$ cat src/rtl/sub_share_arb_pkg.sv
// Shared types and helpers for sub_share_arb: FSM state, issue tag, index arithmetic.
package sub_share_arb_pkg;

  localparam int MAX_REQ = 8;
  localparam int ID_W    = $clog2(MAX_REQ);

  typedef enum logic [1:0] {
    IDLE,
    RUN,
    LOCK,
    DRAIN
  } state_e;

  typedef struct packed {
    logic            vld;
    logic [ID_W-1:0] id;
  } tag_t;

  // (a + b) mod n for a < n and 0 <= b < n
  function automatic logic [ID_W-1:0] wrap_add(input logic [ID_W-1:0] a, input int b,
                                               input int n);
    int s;
    s = int'(a) + b;
    if (s >= n) s = s - n;
    return s[ID_W-1:0];
  endfunction

endpackage

$ cat src/rtl/sub_share_arb_rr_pick.sv
// Combinational rotate-priority picker: first valid requester at or after ptr, wrapping.
module sub_share_arb_rr_pick
  import sub_share_arb_pkg::*;
#(
  parameter int NUM_REQ = 2
) (
  input  logic [NUM_REQ-1:0] valid,
  input  logic [ID_W-1:0]    ptr,
  output logic [NUM_REQ-1:0] grant,
  output logic [ID_W-1:0]    idx,
  output logic               any
);

  localparam logic [NUM_REQ-1:0] ONE = {{(NUM_REQ-1){1'b0}}, 1'b1};

  logic [2*NUM_REQ-1:0] dbl;

  // Rotating the doubled vector puts requester ptr at bit 0, so the lowest set bit wins.
  always_comb begin
    dbl   = {valid, valid} >> ptr;
    grant = '0;
    idx   = '0;
    any   = 1'b0;
    for (int k = 0; k < NUM_REQ; k++) begin
      if (!any && dbl[k]) begin
        any = 1'b1;
        idx = wrap_add(ptr, k, NUM_REQ);
      end
    end
    if (any) grant = ONE << idx;
  end

endmodule

$ cat src/rtl/sub_share_arb.sv
// Shares one fixed-latency sub unit between NUM_REQ requesters with round-robin, burst lock,
// tag-steered responses and flush/drain. Optional counters: SUB_SHARE_ARB_PERF_EN.
module sub_share_arb
  import sub_share_arb_pkg::*;
#(
  parameter int NUM_REQ = 2,
  parameter int DATA_W  = 8,
  parameter int SUB_LAT = 1
) (
  input  logic                      clk,
  input  logic                      rst_n,
  input  logic [NUM_REQ-1:0]        req_valid,
  input  logic [NUM_REQ-1:0]        req_lock,
  input  logic [NUM_REQ*DATA_W-1:0] req_data,
  output logic [NUM_REQ-1:0]        req_ready,
  output logic [DATA_W-1:0]         sub_data_in,
  input  logic [DATA_W-1:0]         sub_data_out,
  output logic [NUM_REQ-1:0]        rsp_valid,
  output logic [DATA_W-1:0]         rsp_data,
  input  logic                      flush_req,
  output logic                      flush_done,
  output state_e                    fsm_state
`ifdef SUB_SHARE_ARB_PERF_EN
  ,
  output logic [15:0]               perf_cnt [NUM_REQ+1]
`endif
);

  // Handshake: an issue happens in a cycle where req_valid[i] & req_ready[i]; req_ready is
  // one-hot, never set without req_valid, never set while flush_req is high or in DRAIN.

  localparam logic [NUM_REQ-1:0] ONE = {{(NUM_REQ-1){1'b0}}, 1'b1};

  state_e              state, state_nxt;
  logic [ID_W-1:0]     owner, owner_nxt;
  logic [ID_W-1:0]     rr_ptr, ptr_nxt;
  logic [NUM_REQ-1:0]  pick_grant;
  logic [ID_W-1:0]     pick_idx;
  logic                pick_any;
  logic [NUM_REQ-1:0]  owner_oh;
  logic                issue;
  logic                issue_lock;
  logic [ID_W-1:0]     issue_idx;
  logic [DATA_W-1:0]   issue_data;
  tag_t                pipe [SUB_LAT+1];
  logic                busy;

  sub_share_arb_rr_pick #(.NUM_REQ(NUM_REQ)) u_pick (
    .valid (req_valid),
    .ptr   (rr_ptr),
    .grant (pick_grant),
    .idx   (pick_idx),
    .any   (pick_any)
  );

  always_comb begin
    owner_oh  = ONE << owner;
    req_ready = '0;
    if (!flush_req) begin
      case (state)
        IDLE, RUN: if (pick_any) req_ready = pick_grant;
        LOCK:      req_ready = req_valid & owner_oh;
        default:   req_ready = '0;
      endcase
    end
    issue      = |req_ready;
    issue_lock = |(req_ready & req_lock);
    issue_idx  = (state == LOCK) ? owner : pick_idx;
  end

  always_comb begin
    state_nxt = state;
    owner_nxt = owner;
    ptr_nxt   = rr_ptr;
    if (flush_req) begin
      state_nxt = DRAIN;
    end else begin
      case (state)
        IDLE, RUN: begin
          if (issue) begin
            ptr_nxt = wrap_add(pick_idx, 1, NUM_REQ);
            if (issue_lock) begin
              state_nxt = LOCK;
              owner_nxt = pick_idx;
            end else begin
              state_nxt = RUN;
            end
          end else begin
            state_nxt = IDLE;
          end
        end
        LOCK: begin
          // Lock ends on an unlocked owner beat or when the owner drops valid (no issue then).
          if (!(|(req_valid & owner_oh)) || (issue && !issue_lock)) begin
            state_nxt = RUN;
            ptr_nxt   = wrap_add(owner, 1, NUM_REQ);
          end
        end
        DRAIN:   state_nxt = IDLE;
        default: state_nxt = IDLE;
      endcase
    end
  end

  always_ff @(posedge clk or negedge rst_n) begin
    if (!rst_n) begin
      state  <= IDLE;
      owner  <= '0;
      rr_ptr <= '0;
    end else begin
      state  <= state_nxt;
      owner  <= owner_nxt;
      rr_ptr <= ptr_nxt;
    end
  end

  always_comb begin
    issue_data = '0;
    for (int i = 0; i < NUM_REQ; i++) begin
      if (req_ready[i]) issue_data = req_data[i*DATA_W +: DATA_W];
    end
  end

  // Stage 0 lines up with sub_data_in, stage SUB_LAT with sub_data_out.
  always_ff @(posedge clk or negedge rst_n) begin
    if (!rst_n) begin
      sub_data_in <= '0;
      for (int k = 0; k <= SUB_LAT; k++) pipe[k] <= '0;
      rsp_valid <= '0;
      rsp_data  <= '0;
    end else begin
      if (issue) sub_data_in <= issue_data;
      pipe[0] <= {issue, issue_idx};
      for (int k = 1; k <= SUB_LAT; k++) pipe[k] <= pipe[k-1];
      rsp_valid <= pipe[SUB_LAT].vld ? (ONE << pipe[SUB_LAT].id) : '0;
      if (pipe[SUB_LAT].vld) rsp_data <= sub_data_out;
    end
  end

  // The response register counts as in flight so flush_done trails the last rsp_valid.
  always_comb begin
    busy = |rsp_valid;
    for (int k = 0; k <= SUB_LAT; k++) busy = busy | pipe[k].vld;
  end

  assign flush_done = (state == DRAIN) && !busy;
  assign fsm_state  = state;

`ifdef SUB_SHARE_ARB_PERF_EN
  always_ff @(posedge clk or negedge rst_n) begin
    if (!rst_n) begin
      for (int i = 0; i <= NUM_REQ; i++) perf_cnt[i] <= '0;
    end else begin
      for (int i = 0; i < NUM_REQ; i++) begin
        if (req_ready[i] && perf_cnt[i] != 16'hFFFF) perf_cnt[i] <= perf_cnt[i] + 16'd1;
      end
      if ((|req_valid) && !issue && perf_cnt[NUM_REQ] != 16'hFFFF)
        perf_cnt[NUM_REQ] <= perf_cnt[NUM_REQ] + 16'd1;
    end
  end
`endif

endmodule

$ cat config.mk
export PLATFORM = sky130hd
export DESIGN_NAME = sub_share_arb
export DESIGN_NICKNAME = d
export VERILOG_FILES = /design/src/rtl/sub_share_arb_pkg.sv /design/src/rtl/sub_share_arb_rr_pick.sv /design/src/rtl/sub_share_arb.sv
export SDC_FILE = /design/constraint.sdc
export NUM_CORES = 1
export LEC_CHECK = 0
export CORE_MARGIN = 2
export CORE_UTILIZATION = 47
export DETAILED_ROUTE_END_ITERATION = 10
export GPL_ROUTABILITY_DRIVEN = 0
export GPL_TIMING_DRIVEN = 0
export PLACE_DENSITY = 0.85
export RECOVER_POWER = 100
export SLEW_MARGIN = 5
export SYNTH_ARGS = -nofsm -noshare
export SYNTH_HDL_FRONTEND = slang
export SYNTH_SLANG_ARGS = --single-unit
export TNS_END_PERCENT = 100
$ cat constraint.sdc
create_clock -name clk -period 2.8 [get_ports clk]
set_clock_uncertainty 0.15 [all_clocks]
set_input_delay 0.28 -clock clk [delete_from_list [all_inputs] [get_ports clk]]
set_output_delay 0.28 -clock clk [all_outputs]
set_load 0.02 [all_outputs]
; ---- After elaboration in Yosys (flattened, before gate mapping)
; Index checks and enable logic that the tools add are counted.
[totals]
regBits = 34
in_bits = 31
output_inout_bits = 23
elab_cells = 76
[op_classes]
n_addsub = 7
order_cmp = 4
n_eq_ne = 6
shifts = 4
muxes = 23
n_bitwise = 5
reduce_logical = 17
[op_table]
columns = cell, count
row1 = $mux 3, 9
row2 = $mux 8, 2
row3 = $mux 2, 7
row4 = $add 3x1->4 const B, 3
row5 = $ge 4x2->1 const B, 3
row6 = $reduce_or 2->1, 5
row7 = $shl 1x3->2 const A, 3
row8 = $sub 3x2->3 const B, 3
row9 = $reduce_and 4->1, 2
row10 = $pmux 2 s3, 1
row11 = $pmux 3 s2, 1
row12 = $and 2x2->2, 2
row13 = $eq 2x2->1 const B, 2
row14 = $logic_not 1->1, 4
row15 = $pmux 2 s2, 1
row16 = $shr 4x3->2, 1
row17 = $ge 3x2->1 const B, 1
row18 = $logic_and 1x1->1, 3
row19 = $ne 3x2->1 const B, 1
row20 = $sub 3x3->3 const B, 1
row21 = $eq 2x1->1 const B, 1
row22 = $logic_not 2->1, 1
row23 = $mux 1, 2
row24 = $ne 2x1->1 const B, 1
row25 = other kinds (5), 6

; ---- Longest topological paths before layout
; Gate-level depths: netlist (run 1).
[logic_depth]
ltp_word = 17
depth_mapped = 13
ltp_nobuf = 13

; ---- Hierarchy
; A second synthesis (run 1) with hierarchy kept.
[hier_totals]
hier_cells = 181
hier_area_um2 = 1889.3
[by_module_without_submodules]
columns = module, instances, cells_per_inst, area_per_inst_um2, seq_area_each_um2
row1 = sub_share_arb, 1, 143, 1614.0, 850.8
row2 = sub_share_arb_rr_pick, 1, 38, 275.3, 0.0

; ---- Worst setup path before layout (run 1)
; No wires, ideal clock.
[synth_timing]
path_kind = reg2reg
from = register rr_ptr[0]
to = register sub_data_in[6]
setup_time_ns = 0.125
t_arrival_ns = 2.412
t_required_ns = 2.525
slack_ns = 0.113
stages_incl_launch_ff = 9
n_path_buf = 0
period_less_slack_ns = 2.687
cell_sequence = dfrtp_1 -> inv_1 -> ha_1 -> xor2_1 -> and2_1 -> a211oi_2 -> nand2_1 -> o21ai_2 -> mux2_2
[synth_between]
elab_cells_between_ends = 21
classes_between = add/sub (3) / order compare (2) / shift (2) / mux (11) / reduce/logical (3)
[synth_lines]
columns = item, line_no
row1 = "start, declared", sub_share_arb.sv:36  ; logic [ID_W-1:0] rr_ptr, ptr_nxt;
row2 = "start signal, assigned", sub_share_arb.sv:113  ; rr_ptr <= ptr_nxt;
row3 = "parallel branches: the longest is 6 deep, another holds $add 3x1->4", n/a
row4 = $mux 2 *, sub_share_arb.sv:61  ; IDLE, RUN: if (pick_any) req_ready = pick_grant;
row5 = $pmux 2 s2 *, sub_share_arb.sv:60  ; case (state)
row6 = $mux 2 *, sub_share_arb.sv:59  ; if (!flush_req) begin
row7 = net req_ready[1], sub_share_arb.sv:15  ; output logic [NUM_REQ-1:0] req_ready,
row8 = $mux 8 / $reduce_or 2->1 (equally long branches), "sub_share_arb.sv:120, sub_share_arb.sv:66"
row9 = "end signal, assigned", sub_share_arb.sv:132  ; if (issue) sub_data_in <= issue_data;
row10 = "end, declared", sub_share_arb.sv:16  ; output logic [DATA_W-1:0] sub_data_in,
; Mark *: on every way through the listed nets, which the timed path passes.
; A chain may end at the register's enable or synchronous reset.

; ---- Worst setup path in the final report (run 1)
[layout_timing]
from = register rr_ptr[0]
to = output port req_ready[0]
[layout_between]
elab_chain_len = 9
elab_cells_between_ends = 18
classes_between = add/sub (3) / order compare (2) / shift (2) / mux (9) / reduce/logical (2)
[layout_rtl]
columns = item, line_no
row1 = "parallel branches: the longest is 6 deep, another holds $add 3x1->4", n/a
row2 = $mux 2 *, sub_share_arb.sv:61
row3 = $pmux 2 s2 *, sub_share_arb.sv:60
row4 = $mux 2 *, sub_share_arb.sv:59
row5 = "end, declared", sub_share_arb.sv:15
; Mark *: on every way between the ends.

==> results of run 1 <==
[through the flow]
stage	setup WS, ns	total power (W)	TNS, ns	util
global route	-0.0006757	0.002838	-0.0006757	0.7039
global placement	-0.5056	0.002146	-1.497	0.6513
finish	0.09726	0.002650	0	0.7039
detailed placement	-0.5232	0.002181	-1.549	0.6499
CTS	0.003571	0.002578	0	0.6859
floorplan	0.1127	0.001703	0	-
[worst reg2reg max path, delay by kind of cell, from the launching register on]
family	cells	cell delay, ns
DFF	1	0.47
muxes	1	0.37
adders and majority gates	1	0.22
and+or+nand+nor	2	0.31
AOI/OAI and AO/OA	3	1.05
[synth_stat cells (all sizes together), types with 2 or more instances]
cell type  instances
nand2              8
clkbuf             3
o21ai              4
a211oi             2
ha                 9
and2              10
nor2               9
a21boi             2
xnor2              3
nor3               3
a32o               2
inv                8
dfrtp             34
nor3b              2
nand3              4
nor2b              4
mux2              11
a221o              7
mux2i              4
nand2b             3
a21oi             10
nor4               2
[worst min path at each step]
stage | from | slack, ns | to | depth (start not counted)
4_1_cts | pipe[6]$_DFF_PN0_ | 0.20 | pipe[2]$_DFF_PN0_ | 0
5_1_grt | pipe[5]$_DFF_PN0_ | 0.22 | pipe[1]$_DFF_PN0_ | 0
6_report | pipe[6]$_DFF_PN0_ | 0.20 | pipe[2]$_DFF_PN0_ | 0
2_1_floorplan | rst_n | -0.17 | fsm_state[0]$_DFFE_PN0P_ | 0
3_5_place_dp | pipe[4]$_DFF_PN0_ | 0.18 | pipe[0]$_DFF_PN0_ | 0
3_3_place_gp | pipe[4]$_DFF_PN0_ | 0.18 | pipe[0]$_DFF_PN0_ | 0
[routing by layer]
layer | wire length [µm] | share of wire
met1 | 1862 | 0.43
met2 | 2208 | 0.51
met3 | 242 | 0.055
met4 | 56 | 0.013
met5 | 0 | 0
[cell families (layout without fill, tap and decap cells)]
family | count (synthesis) | in the layout | share of synthesized area
adder cells (fa/ha/maj) | 9 | 9 | 0.06216
AO/OA/AOI/OAI | 38 | 38 | 0.1796
XOR/XNOR | 4 | 4 | 0.01934
AND/OR/NAND/NOR | 50 | 50 | 0.1540
multiplexers | 15 | 15 | 0.09254
flip-flops | 34 | 34 | 0.4696
buffers and inverters | 11 | 80 | 0.02278
[power groups by stage]
stage | Combinational (W) | Sequential (W) | Clock [W]
after floorplan | 0.000740 | 0.000963 | 0
after global placement | 0.00132 | 0.000823 | 0
after detailed placement | 0.00135 | 0.000833 | 0
after CTS | 0.00138 | 0.000833 | 0.000369
after global routing | 0.00159 | 0.000850 | 0.000397
final | 0.00146 | 0.000823 | 0.000367
[repair_timing]
action	4_1_cts	5_1_grt
buffers inserted	3	4
hold endpoints to repair	34	0
pin swaps	2	4
hold buffers	1	0
gates resized for setup	14	8
setup endpoints to repair	5	4
[area by class of cell]
type	count	area, µm²	area share
Multi-Input combinational cell	116	967.2	0.3725
Buffer	3	11.26	0.004337
Tap cell	48	60.06	0.02313
Timing Repair Buffer	61	581.8	0.2241
Clock inverter	1	5.005	0.001928
Inverter	8	30.03	0.01157
Clock buffer	7	86.33	0.03325
Sequential cell	34	854.6	0.3292
[flip-flops by register name (all words and copies together) (netlist names)]
| name | flops |
|---|---|
| sub_data_in | 8 |
| pipe | 8 |
| fsm_state | 2 |
| rr_ptr | 3 |
| rsp_data | 8 |
| rsp_valid | 2 |
| owner | 3 |
==> metrics.md, run 1 <==
| Metric | Value |
|---|---|
| CTS tree | `built` |
| Sw Share | `0.3934` |
| CTS Sinks | `34` |
| R2R Path Start | `rr_ptr[0]$_DFFE_PN0P_` |
| Total track usage | `0.2114` |
| Crit path time final | `2.703 ns` |
| DIE WIDTH | `66.09 µm` |
| Core Rows | `22` |
| DRT iter0 DRCs | `82` |
| Arrival time of the worst setup path | `2.27 ns` |
| Seq pwr share | `0.311` |
| Synthesized instance count | `161` |
| DRT Wirelength | `4370 µm` |
| Fin crit share | `0.9653` |
| Final ANT Viol Nets | `0` |
| Wire length of the first global-routing pass | `6893 µm` |
| Status | `finished with violations` |
| Critical Path, Cell by Cell | `ha_1 > a211o_1 > and2_1 > a211oi_2 > buf_4 > a31o_4 > buf_4` |
| Main flop type after synthesis | `dfrtp_1` |
| Commonest non-fill, non-tap cells in the layout | `dfrtp_1, clkdlybuf4s50_1, dlygate4sd3_1` |
| Final nets | `269` |
| Vias in the first global route | `1480` |
| Antenna violations before repair | `0` |
| H-tree depth | `2` |
| Cell family with most CP delay | `compound AO/OA/AOI/OAI gates` |
| Clk pwr share | `0.138` |
| Worst setup path start | `rr_ptr[0]$_DFFE_PN0P_` |
| Routed vias | `1555` |
| Commonest non-fill, non-tap cell in the layout | `dfrtp_1` |
| Number of cells on the critical path | `7` |
| Logic pwr share | `0.551` |
| Drc violations | `0` |
| Largest net degree at the start of global routing | `35` |
| Worst Hold Slack | `0.2021 ns` |
| Crit path buf inv count | `2` |
| Initial Utilization | `0.4912` |
| CP Capture Type | `output pin` |
| Maximum clock insertion buffer count | `2` |
| IO Pins | `54` |
| NetSw | `0.001043 W` |
| Post-synth EDFFs | `0` |
| CP peak stage delay | `0.47 ns` |
| Synthesized flop and latch total | `34` |
| Fillers | `288` |
| End of the critical path | `req_ready[0]` |
| Flop2flop setup slack | `0.12 ns` |
| Met1 Resource Use GR | `0.2558` |
| Final Hold Fails | `0` |
| Placed Cells | `262` |
| Detailed Place HPWL | `2972 µm` |
| CP Max Fanout | `9` |
| Die area | `4367 µm²` |
| 1st-pass router iterations | `4` |
| CTS buffer count | `5` |
| M2 GR Usage | `0.3613` |
| Highest Clock Rate | `370.0 MHz` |
| CP dominant cell by count | `buf_4` |
| Vias/cell | `5.594` |
| Grt total ovfl | `0` |
| Mean post-synth cell area | `11.25 µm²` |
| Ys Warns | `0` |
| Finish-stage setup viols | `0` |
| Number of distinct library cells after synthesis | `48` |
| Core box area | `3689 µm²` |
| Placed cell areas | `2397 µm²` |
| Synth top area cells | `dfrtp_1, ha_1, mux2_2` |
| Layout Cells excl Fill | `278` |
| Yosys top cell area share | `0.4696` |
| Crit start category | `flip-flop` |
| Syn_nets | `201` |
| Synth-to-Final Area Change | `43.30%` |
| Share of layout cells above drive strength 1 | `0.1957` |
| Hold Crit Class | `reg2reg` |
| RR Endpoint | `rr_ptr[2]$_DFFE_PN0P_` |
| Share of flip-flops with an asynchronous set or reset | `1.000` |
| Root Buffer | `clkbuf_8` |
| Worst Reg2Reg Path Length in Cells | `7` |
| Power Internal | `0.001608 W` |
| Diodes inserted | `0` |
| Skew-Pair Late Insertion Delay | `0.29 ns` |
| CP max stage cell | `dfrtp_2` |
| GRT busiest layer | `met2` |
| WP data required | `2.37 ns` |
| Fin. max-slew vios | `35` |
| CP Class | `reg2out` |
| Peak supply drop | `666.3 µV` |
| Die extent in y | `66.09 µm` |
| Sequential cell area fraction in the yosys report | `0.4696` |
| Post-route cell area | `2596 µm²` |
| Mapped cell area | `1812 µm²` |
| Failing checks | `max-capacitance violations, max-slew violations` |
| Slew HR | `-0.1738` |
| Clk slew on worst S/H paths | `0.07 ns` |
| Per-cell routed wire length | `15.72 µm` |
| Pwr dens | `1021 nW/µm²` |
| Synth area leader | `dfrtp_1` |
| GRT met3 Usage | `0.05622` |
| Least-Margin Pin Slew | `1.761 ns` |
| Max_cap viols | `1` |
| Port bufs | `53` |
| Leak | `1.112 nW` |
No activity file was read; power rests on OpenSTA's default activity.
==> run 2: changes to the inputs <==
Settings changed: CORE_UTILIZATION 47 to 49, CTS_BUF_LIST set to sky130_fd_sc_hd__clkbuf_2 sky130_fd_sc_hd__clkbuf_4 sky130_fd_sc_hd__clkbuf_8, PLACE_DENSITY 0.85 to 0.88.
==> metrics.md, run 2 (synthesis results as in run 1) <==
| Metric | Value |
|---|---|
| CTS buffer count | `5` |
| CP Class | `reg2out` |
| Core Rows | `22` |
| Initial Utilization | `0.5024` |
| Total track usage | `0.2232` |
| Fillers | `234` |
| Peak supply drop | `624.3 µV` |
| Seq pwr share | `0.282` |
| Status | `finished with violations` |
| DIE WIDTH | `64.81 µm` |
| Share of layout cells above drive strength 1 | `0.2269` |
| Diodes inserted | `0` |
| NetSw | `0.001131 W` |
| Pwr dens | `1080 nW/µm²` |
| Finish-stage setup viols | `0` |
| Core box area | `3606 µm²` |
| Register area | `854.6 µm²` |
| Highest Clock Rate | `362.9 MHz` |
| Multi-input gate area | `991.0 µm²` |
| CTS tree | `built` |
| WP data required | `2.37 ns` |
| Power Internal | `0.001794 W` |
| Leak | `1.191 nW` |
| Max_cap viols | `1` |
| Setup_tns | `0 ns` |
| Slew HR | `-0.1857` |
| Final core occ | `0.7512` |
| CP Max Fanout | `7` |
| Sw Share | `0.3867` |
| Crit path time final | `2.756 ns` |
| CP Capture Type | `output pin` |
| Antenna violations before repair | `0` |
| Vias/cell | `5.717` |
| Vias in the first global route | `1525` |
| Routed vias | `1635` |
| DRT iter0 DRCs | `94` |
| Crit start category | `flip-flop` |
| Clk pwr share | `0.147` |
| Grt total ovfl | `0` |
| Commonest non-fill, non-tap cells in the layout | `dfrtp_1, clkdlybuf4s50_1, dlygate4sd3_1` |
| DRT Wirelength | `4709 µm` |
| Die extent in y | `64.81 µm` |
| H-tree depth | `2` |
| Final ANT Viol Nets | `0` |
| Clk slew on worst S/H paths | `0.07 ns` |
| Commonest non-fill, non-tap cell in the layout | `dfrtp_1` |
| Logic pwr share | `0.570` |
| Wire length of the first global-routing pass | `7044 µm` |
| Fin. max-slew vios | `35` |
| Hold Crit Class | `reg2reg` |
| Root Buffer | `clkbuf_8` |
| Total power | `0.002926 W` |
| Synth-to-Final Area Change | `49.52%` |
| Largest net degree at the start of global routing | `35` |
| Worst Hold Slack | `0.2019 ns` |
| Drc violations | `0` |
| CTS Sinks | `34` |
| Skew-Pair Late Insertion Delay | `0.28 ns` |
| 1st-pass router iterations | `4` |
| Regs by FF count | `pipe: 8 flops, rsp_data: 8 flops, sub_data_in: 8 flops` |
| Fin crit share | `0.9842` |
| Maximum clock insertion buffer count | `2` |
| Final Hold Fails | `0` |
| Detailed Place HPWL | `2994 µm` |
| Port bufs | `53` |
| Die area | `4200 µm²` |
| Failing checks | `max-capacitance violations, max-slew violations` |
| IO Pins | `54` |
| Final nets | `277` |
| Least-Margin Pin Slew | `1.779 ns` |
| Per-cell routed wire length | `16.47 µm` |
| Arrival time of the worst setup path | `2.33 ns` |
-- run 2: per-layer routing --
metal,GRT usage,up-vias,part of all wire
met2,0.3840,89,0.50
met3,0.06424,16,0.081
met4,0.08777,0,0.028
met5,0,-,0
li1,-,751,-
met1,0.2613,779,0.40
-- run 2: path summary, 6_finish.rpt --
check | start | to | slack, ns | depth (start not counted)
hold / removal | pipe[5]$_DFF_PN0_ | pipe[1]$_DFF_PN0_ | 0.20 | 0
hold reg to reg | pipe[5]$_DFF_PN0_ | pipe[1]$_DFF_PN0_ | 0.20 | 0
setup reg to reg | rr_ptr[0]$_DFFE_PN0P_ | sub_data_in[6]$_DFFE_PN0P_ | 0.06 | 9
setup / recovery | rr_ptr[0]$_DFFE_PN0P_ | req_ready[1] | 0.04 | 8
min in group asynchronous | rst_n | rsp_valid[0]$_DFF_PN0_ | 0.86 | 2
max in group asynchronous | rst_n | rr_ptr[2]$_DFFE_PN0P_ | 0.49 | 2
-- run 2: power by group through the flow --
stage,clock network (W),registers [W],logic [W]
floorplan,0,0.000963,0.000740
global placement,0,0.000824,0.00132
detailed placement,0,0.000835,0.00136
CTS,0.000439,0.000831,0.00156
global route,0.000466,0.000844,0.00179
finish,0.000431,0.000826,0.00167
-- run 2: final cells by class --
type                       instances  share of cell area
buffer                             3            0.004157
clock buffer                       5             0.02540
clock inverter                     3             0.01478
inverter                           8             0.01109
multi-input combinational        116              0.3658
sequential                        34              0.3155
tap                               48             0.02217
timing repair buffer              69              0.2411
-- run 2: stage by stage --
step	cells	setup WS (ns)	instance area (µm²)
final	286	0.04421	2709
after global routing	286	-0.03731	2709
after CTS	279	0.02718	2631
after detailed placement	262	-0.5222	2397
after global placement	262	-0.4828	2402
after floorplan	161	0.1127	1812
-- run 2: what timing repair did --
item,CTS,global route
hold buffers,1,0
endpoints found under the hold margin,34,0
pin swaps,4,3
buffers inserted,8,7
gates resized for setup,17,7
setup endpoints to repair,5,4
-- run 2: worst max-delay path, cell delays in order (launching register included) --
cell and delay (ns):
dfrtp_2 0.45, inv_1 0.17, ha_4 0.25, xor2_1 0.16, and2_1 0.21, a211oi_4 0.32
nand2_2 0.13, o21ai_4 0.18, buf_4 0.17
==> run 3: changes to the inputs <==
Settings changed: ABC_CLOCK_PERIOD_IN_PS set to 2800, PLACE_DENSITY 0.88 to unset, PLACE_DENSITY_LB_ADDON set to 0.05.
==> metrics.md, run 3 (synthesis results as in run 1) <==
| Metric | Value |
|---|---|
| Critical Path, Cell by Cell | `ha_1 > a211o_1 > and2_4 > a211oi_4 > nand2_2 > o21ai_4 > buf_4` |
| CP max stage cell | `dfrtp_2` |
| Seq pwr share | `0.283` |
| Port bufs | `53` |
| Layout Cells excl Fill | `282` |
| Core Rows | `22` |
| Regs by FF count | `pipe: 8 flops, rsp_data: 8 flops, sub_data_in: 8 flops` |
| Placed Cells | `262` |
| NetSw | `0.001096 W` |
| Per-cell routed wire length | `15.30 µm` |
| Worst setup margin | `0.09619 ns` |
| Max_cap viols | `1` |
| Pwr dens | `1083 nW/µm²` |
| Skew-Pair Late Insertion Delay | `0.29 ns` |
| Routed vias | `1548` |
| Fin. max-slew vios | `35` |
| Crit start category | `flip-flop` |
| Slew HR | `-0.1732` |
| Diodes inserted | `0` |
| Core box area | `3606 µm²` |
| 1st-pass router iterations | `4` |
| CP Max Fanout | `6` |
| Least-Margin Pin Slew | `1.760 ns` |
| IO Pins | `54` |
| Finish-stage setup viols | `0` |
| Die area | `4200 µm²` |
| RSZ-0062 raised after global routing | `no` |
| Initial Utilization | `0.5024` |
| Logic pwr share | `0.530` |
| Grt total ovfl | `0` |
| DRT Wirelength | `4314 µm` |
| Crit path buf inv count | `1` |
| Largest net degree at the start of global routing | `35` |
| Maximum clock insertion buffer count | `2` |
| Register area | `854.6 µm²` |
| Fillers | `255` |
| Root Buffer | `clkbuf_8` |
| H-tree depth | `2` |
| Fin crit share | `0.9656` |
| Antenna violations before repair | `0` |
| Worst Hold Slack | `0.2014 ns` |
| CP Capture Type | `output pin` |
| CP peak stage delay | `0.45 ns` |
| Leak | `1.149 nW` |
| Clk pwr share | `0.187` |
| Multi-input gate area | `988.4 µm²` |
| DIE WIDTH | `64.81 µm` |
| Final core occ | `0.7457` |
| DRT iter0 DRCs | `66` |
| Power Internal | `0.001817 W` |
| Final nets | `273` |
| Die extent in y | `64.81 µm` |
| CP Class | `reg2out` |
| Cell family with most CP delay | `compound AO/OA/AOI/OAI gates` |
| Share of layout cells above drive strength 1 | `0.2265` |
| WP data required | `2.37 ns` |
| CTS Sinks | `34` |
| Crit path time final | `2.704 ns` |
| Hold Crit Class | `reg2reg` |
| CTS buffer count | `5` |
| Wire length of the first global-routing pass | `7024 µm` |
| Arrival time of the worst setup path | `2.27 ns` |
| Peak supply drop | `757.1 µV` |
| Final Hold Fails | `0` |
| Highest Clock Rate | `369.8 MHz` |
| Failing checks | `max-capacitance violations, max-slew violations` |
| Clk slew on worst S/H paths | `0.07 ns` |
| Final ANT Viol Nets | `0` |
| Drc violations | `0` |
| Status | `finished with violations` |
| Total track usage | `0.2212` |
| Commonest non-fill, non-tap cell in the layout | `dfrtp_1` |
| Synth-to-Final Area Change | `48.41%` |
| Commonest non-fill, non-tap cells in the layout | `dfrtp_1, clkdlybuf4s50_1, dlygate4sd3_1` |
| Vias/cell | `5.489` |
| Sw Share | `0.3762` |
| Vias in the first global route | `1461` |
| DP Worst Slack | `-0.5424 ns` |
| CTS tree | `built` |
| Detailed Place HPWL | `3023 µm` |
==> run 3: cell count changes in the layout (fill, tap and decap cells not counted), moves of 2 or more <==
cell	before	now
ha_2	0	2
ha_1	7	5
clkbuf_4	0	2
buf_4	15	10
clkinv_2	2	0
==> run 3: per-stage QoR <==
stage | power (W) | TNS, ns | instance area, µm²
final | 0.002913 | 0 | 2689
after CTS | 0.002852 | 0 | 2620
after global routing | 0.003092 | 0 | 2689
after floorplan | 0.001703 | 0 | 1812
after global placement | 0.002126 | -1.311 | 2402
after detailed placement | 0.002193 | -1.671 | 2397
==> run 3: cell type report <==
cell class	instances	share of cell area
Buffer	3	0.004188
Inverter	8	0.01117
Clock inverter	3	0.02559
Clock buffer	5	0.02559
Sequential cell	34	0.3178
Timing Repair Buffer	65	0.2257
Multi-Input combinational cell	116	0.3676
Tap cell	48	0.02234
==> run 3: path summary, 6_finish.rpt <==
check,cells after the start,from,to,slack (ns)
max,7,rr_ptr[1]$_DFFE_PN0P_,req_ready[1],0.1
min,0,pipe[6]$_DFF_PN0_,pipe[2]$_DFF_PN0_,0.20
max reg2reg,10,rr_ptr[1]$_DFFE_PN0P_,rr_ptr[2]$_DFFE_PN0P_,0.12
min reg2reg,0,pipe[6]$_DFF_PN0_,pipe[2]$_DFF_PN0_,0.20
max in group asynchronous,2,rst_n,rr_ptr[2]$_DFFE_PN0P_,0.51
min in group asynchronous,2,rst_n,rsp_data[3]$_DFFE_PN0P_,0.85
==> run 3: power groups by stage <==
stage          clock (W)  sequential [W]  combinational [W]
4_1_cts         0.000559        0.000832            0.00146
6_report        0.000545        0.000823            0.00154
2_1_floorplan          0        0.000963           0.000740
3_5_place_dp           0        0.000836            0.00136
5_1_grt         0.000580        0.000852            0.00166
3_3_place_gp           0        0.000822            0.00130
==> run 3: worst register-to-register path: stages (launching register included) <==
cell      delay [ns]
dfrtp_2         0.45
ha_1            0.21
a211o_1         0.34
a32oi_4         0.33
inv_2           0.09
ha_2            0.22
inv_1           0.08
o21ai_0         0.11
a31oi_1         0.14
o311ai_1        0.12
mux2_1          0.31
==> run 3: timing repair <==
item                       CTS  global route
hold buffers                 1             0
pin swaps                    4             8
setup buffers                6             5
gates resized for setup     16            10
hold endpoints to repair    34             0
gates cloned                 0             0
setup endpoints to repair    5             4
==> run 3: routing by layer <==
layer,global-route usage,up-vias,routed length [µm]
met3,0.06076,11,246
li1,-,737,-
met5,0,-,0
met4,0.08777,0,92
met2,0.3466,64,2076
met1,0.2906,736,1898
==> patch 1, RTL diff (settings of run 2) <==
Change the parameter `SUB_LAT` from 1 to 2.
--- a/src/rtl/sub_share_arb.sv
+++ b/src/rtl/sub_share_arb.sv
@@ -5,7 +5,7 @@
 #(
   parameter int NUM_REQ = 2,
   parameter int DATA_W  = 8,
-  parameter int SUB_LAT = 1
+  parameter int SUB_LAT = 2
 ) (
   input  logic                      clk,
   input  logic                      rst_n,
Formal check against the unedited RTL: not equivalent (a bounded check fails within 4 cycles, from zero or initial values and one cycle with rst_n low).
==> patch 1 against run 2 <==
- synthesized area increased by 4.6%
- register-to-register slack improved by 0.08 ns
- largest cell class is now sequential cells
- clock power decreased by 20%
- critical endpoint is now req_ready[0]
- power decreased by 6.4%
- count of clock-buffer cells in the layout unchanged
- worst setup slack got worse by 0.043 ns
- non-clock buffer count decreased by 7
- utilization decreased by 3.0 points
- sequential cell count increased by 4
- design area decreased by 1.8%
- highest routed layer unchanged
- cell count decreased by 0.35%
- routed wire length decreased by 7.3%
==> patch 1: results <==
group,metric,value,unit
global_routing,grt_use_met2,34.00,%
worst_setup_path,r2r-end,"rr_ptr[2]$_DFFE_PN0P_",
clock_network,cts.repair_timing.setup_buffer_count,6,
worst_setup_path,worst-setup-path-type,"flop to primary output",
logic_synthesis,synth-adder-area-share,5.945,%
global_routing,wire_length_of_the_first_global_routing_pass,6.844,mm
min_path,min_delay_path_class,"flop to flop",
global_routing,grtUsageMet1,26.30,%
logic_synthesis,async_flop_share,100.0,%
logic_synthesis,synth_common_cells,"dfrtp_1, nor2_1, and2_1, inv_1, ha_1",
global_routing,grt_max_degree,39,
worst_setup_path,worstReg2RegStart,"rr_ptr[1]$_DFFE_PN0P_",
placement,numPortBuffers,53,
placement,dp_cells,270,
cells_and_area,layout.filler_cells,253,
worst_setup_path,worst-path-max-fanout,9,
pwr,power.static_leakage,1.186,nW
global_routing,global_route.usage.total,21.08,%
placement,detailedPlace.worstSlack,-0.4251,ns
worst_setup_path,crit_arrival,2.37,ns
placement,dpl-instance-area,2480,um2
timing,hold-worst-slack,0.1992,ns
cells_and_area,biggestRegsByFlops,"pipe (12), rsp_data (8), sub_data_in (8)",
worst_setup_path,crit_path_max_incr_delay,0.45,ns
worst_setup_path,worst-r2r-cell-count,10,
routing,detail_route.vias_per_cell,5.484,
global_routing,grt_use_met3,5.451,%
routing,wl_met1,1.787,mm
routing,drt_pass1_iterations,4,
logic_synthesis,syn_inst,169,
min_path,hold-path-cell-count,0,
global_routing,vias_in_the_first_global_route,1451,
routing,route.final.wire_length,4.363,mm
routing,met3_wirelength,284,um
logic_synthesis,muxShareOfSynthArea,6.869,%
logic_synthesis,synth.yosys.seq_area_share,50.20,%
cells_and_area,ratio_of_cells_with_drive_above_1_in_the_final_layout,16.46,%
routing,top_layer,"met4",
run_status,status,"complete, no violations",
placement,hpwlAfterDp,3.103,mm
pwr,ir_worst_vdd,586.0,uV
logic_synthesis,synth_compound_gate_area_share,15.52,%
clock_network,longest_clk_path_bufs,2,
worst_setup_path,crit_end,"req_ready[0]",
timing,min_cycle_time_layout,2.798,ns
worst_setup_path,reg2reg_setup_slack,0.14,ns
pwr,switching_share,39.72,%
cells_and_area,finalNonFillerCells,285,
logic_synthesis,synth.net_count,209,
logic_synthesis,post_synth_main_area_contributors,"dfrtp_1, ha_1, mux2_2, a221o_1, and2_1",
logic_synthesis,netlist-cell-type-count,43,
routing,met2WireLength,2.148,mm
patch 1: changes by cell type after synthesis, sizes merged, moves of 3 or more:
cell,delta
dfrtp,+4
nor2,+6
inv,+3
mux2,-3
patch 1: power groups by stage:
stage | sequential (mW) | clock [mW] | combinational [mW]
after global routing | 0.959 | 0.378 | 1.59
after floorplan | 1.07 | 0 | 0.759
final | 0.929 | 0.345 | 1.47
after detailed placement | 0.951 | 0 | 1.39
after global placement | 0.937 | 0 | 1.36
after CTS | 0.933 | 0.351 | 1.47
patch 1: cell type report:
type	instances	area, um2	area share (%)
Sequential cell	38	954.7	35.91
Inverter	11	41.29	1.553
Multi-Input combinational cell	116	902.1	33.93
Tap cell	48	60.06	2.259
Clock inverter	2	10.01	0.3765
Timing Repair Buffer	62	595.6	22.40
Clock buffer	5	68.82	2.588
Buffer	3	26.28	0.9882
==> patch 2, RTL diff (config.mk and constraints of run 2) <==
Without the edit above. Add a define of `SUB_SHARE_ARB_PERF_EN`.
--- a/src/rtl/sub_share_arb.sv
+++ b/src/rtl/sub_share_arb.sv
@@ -1,5 +1,7 @@
 // Shares one fixed-latency sub unit between NUM_REQ requesters with round-robin, burst lock,
 // tag-steered responses and flush/drain. Optional counters: SUB_SHARE_ARB_PERF_EN.
+`define SUB_SHARE_ARB_PERF_EN
+
 module sub_share_arb
   import sub_share_arb_pkg::*;
 #(
Formal check against the unedited RTL (old outputs only; new: perf_cnt): equivalent (Yosys induction, for registers that start in step).
==> patch 2 against run 2 <==
- worst hold slack better by 0.015 ns
- synthesized area is 130% higher
- design area is 110% higher
- highest routed layer unchanged
- register-to-register slack worse by 0.09 ns
- largest power group unchanged
- sequential cell count is 48 higher
- power is 73% higher
- routed wire length is 120% higher
- worst setup slack worse by 0.070 ns
- the run ends with max-capacitance violations, max-slew violations, negative setup slack left
==> patch 2: results <==
group,metric,value,unit
timing,final-max-slew-violation-count,29,
logic_synthesis,post_synth_main_area_contributors,"dfrtp_1, xnor2_1, xor2_1, ha_1, mux2_2",
worst_setup_path,crit_arrival,2.91,ns
global_routing,global_route.usage.total,22.54,%
global_routing,wire_length_of_the_first_global_routing_pass,15.99,mm
logic_synthesis,synth.yosys.seq_area_share,50.11,%
logic_synthesis,netlist-cell-type-count,56,
run_status,failed_checks,"max-capacitance violations, max-slew violations, negative setup slack",
placement,numPortBuffers,101,
job,cap_violations,1,
timing,final_critical_path_setup_slack,-0.02566,ns
cells_and_area,layout.filler_cells,546,
global_routing,vias_in_the_first_global_route,3335,
clock_network,worst_skew_pair.late_latency,0.35,ns
placement,hpwlAfterDp,6.922,mm
global_routing,grt_max_degree,55,
clock_network,cts-buffers-inserted,9,
timing,max_slew_margin,-17.89,%
routing,drt-initial-drc-count,334,
routing,wl_per_cell,16.95,um
run_status,status,"finished, violations left",
placement,dpl-instance-area,5278,um2
pwr,ir_worst_vdd,498.0,uV
timing,setup-violations-final,2,
logic_synthesis,synth.net_count,424,
pwr,power.static_leakage,2.581,nW
worst_setup_path,crit_path_max_incr_delay,0.55,ns
worst_setup_path,critical-path-top-delay-family,"simple AND/OR/NAND/NOR gates",
cells_and_area,final_design_area_no_fill,5787,um2
clock_network,h-tree-depth,3,
routing,detail_route.vias_per_cell,5.707,
cells_and_area,ratio_of_cells_with_drive_above_1_in_the_final_layout,17.69,%
logic_synthesis,synth_common_cells,"dfrtp_1, nand2_1, xnor2_1",
cells_and_area,final_nets,558,
worst_setup_path,critical_path.slowest_cell,"dfrtp_1",
worst_setup_path,worst-path-max-fanout,8,
[patch 2: report_power, final]
group	switching, mW	internal, mW
clock network	0.429	0.374
registers	0.295	1.50
logic	1.27	1.17
[patch 2: final cells by class]
type                            count  area share (%)
Multi-Input combinational cell    281           36.41
Sequential cell                    82           35.52
Timing Repair Buffer              124           20.91
Clock buffer                       11           2.616
Tap cell                          105           2.270
Buffer                             10           1.016
Clock inverter                      5          0.6270
Inverter                            7          0.6270
[patch 2: worst paths after layout]
check	to	slack, ns	depth (start not counted)	start
setup / recovery	perf_cnt[25]$_DFFE_PN0P_	-0.03	7	fsm_state[1]$_DFFE_PN0P_
hold / removal	pipe[2]$_DFF_PN0_	0.22	0	pipe[6]$_DFF_PN0_
setup reg to reg	perf_cnt[25]$_DFFE_PN0P_	-0.03	7	fsm_state[1]$_DFFE_PN0P_
hold reg to reg	pipe[2]$_DFF_PN0_	0.22	0	pipe[6]$_DFF_PN0_
max in group asynchronous	rr_ptr[2]$_DFFE_PN0P_	0.57	2	rst_n
min in group asynchronous	rr_ptr[1]$_DFFE_PN0P_	0.79	2	rst_n
[patch 2: repair_timing]
item                                    4_1_cts  5_1_grt
buffers inserted                             12        9
gates resized for setup                      21       30
endpoints found under the setup margin       25       30
pin swaps                                     5       11
hold endpoints to repair                     28        0
hold buffers                                  1        0
[patch 2: stage by stage]
stage               TNS [ns]  std cells  setup slack [ns]
finish              -0.04807        625          -0.02566
detailed placement    -7.914        588           -0.5680
global placement     -129.27        587            -1.525
floorplan                  0        381           0.03466
CTS                 -0.03195        617          -0.03195
global route          -1.180        625           -0.1324
[patch 2: per-layer routing]
metal  share of wire (%)  vias to the layer above  GRT usage [%]
li1                    -                     1626              -
met1                  39                     1718          29.20
met2                  50                      179          36.62
met3                 7.9                       44          5.929
met4                 2.9                        0          8.095
met5                   0                        -              0
[patch 2: cell families (layout without fill, tap and decap cells)]
group                    count (synthesis)  in the layout  synth area share [%]
AO/OA/AOI/OAI                           45             45                 7.302
buffers and inverters                   18            157                 2.108
AND/OR/NAND/NOR                        154            154                 20.50
XOR/XNOR                                46             46                 10.02
adder cells (fa/ha/maj)                 12             12                 3.666
flip-flops                              82             82                 50.11
multiplexers                            24             24                 6.294
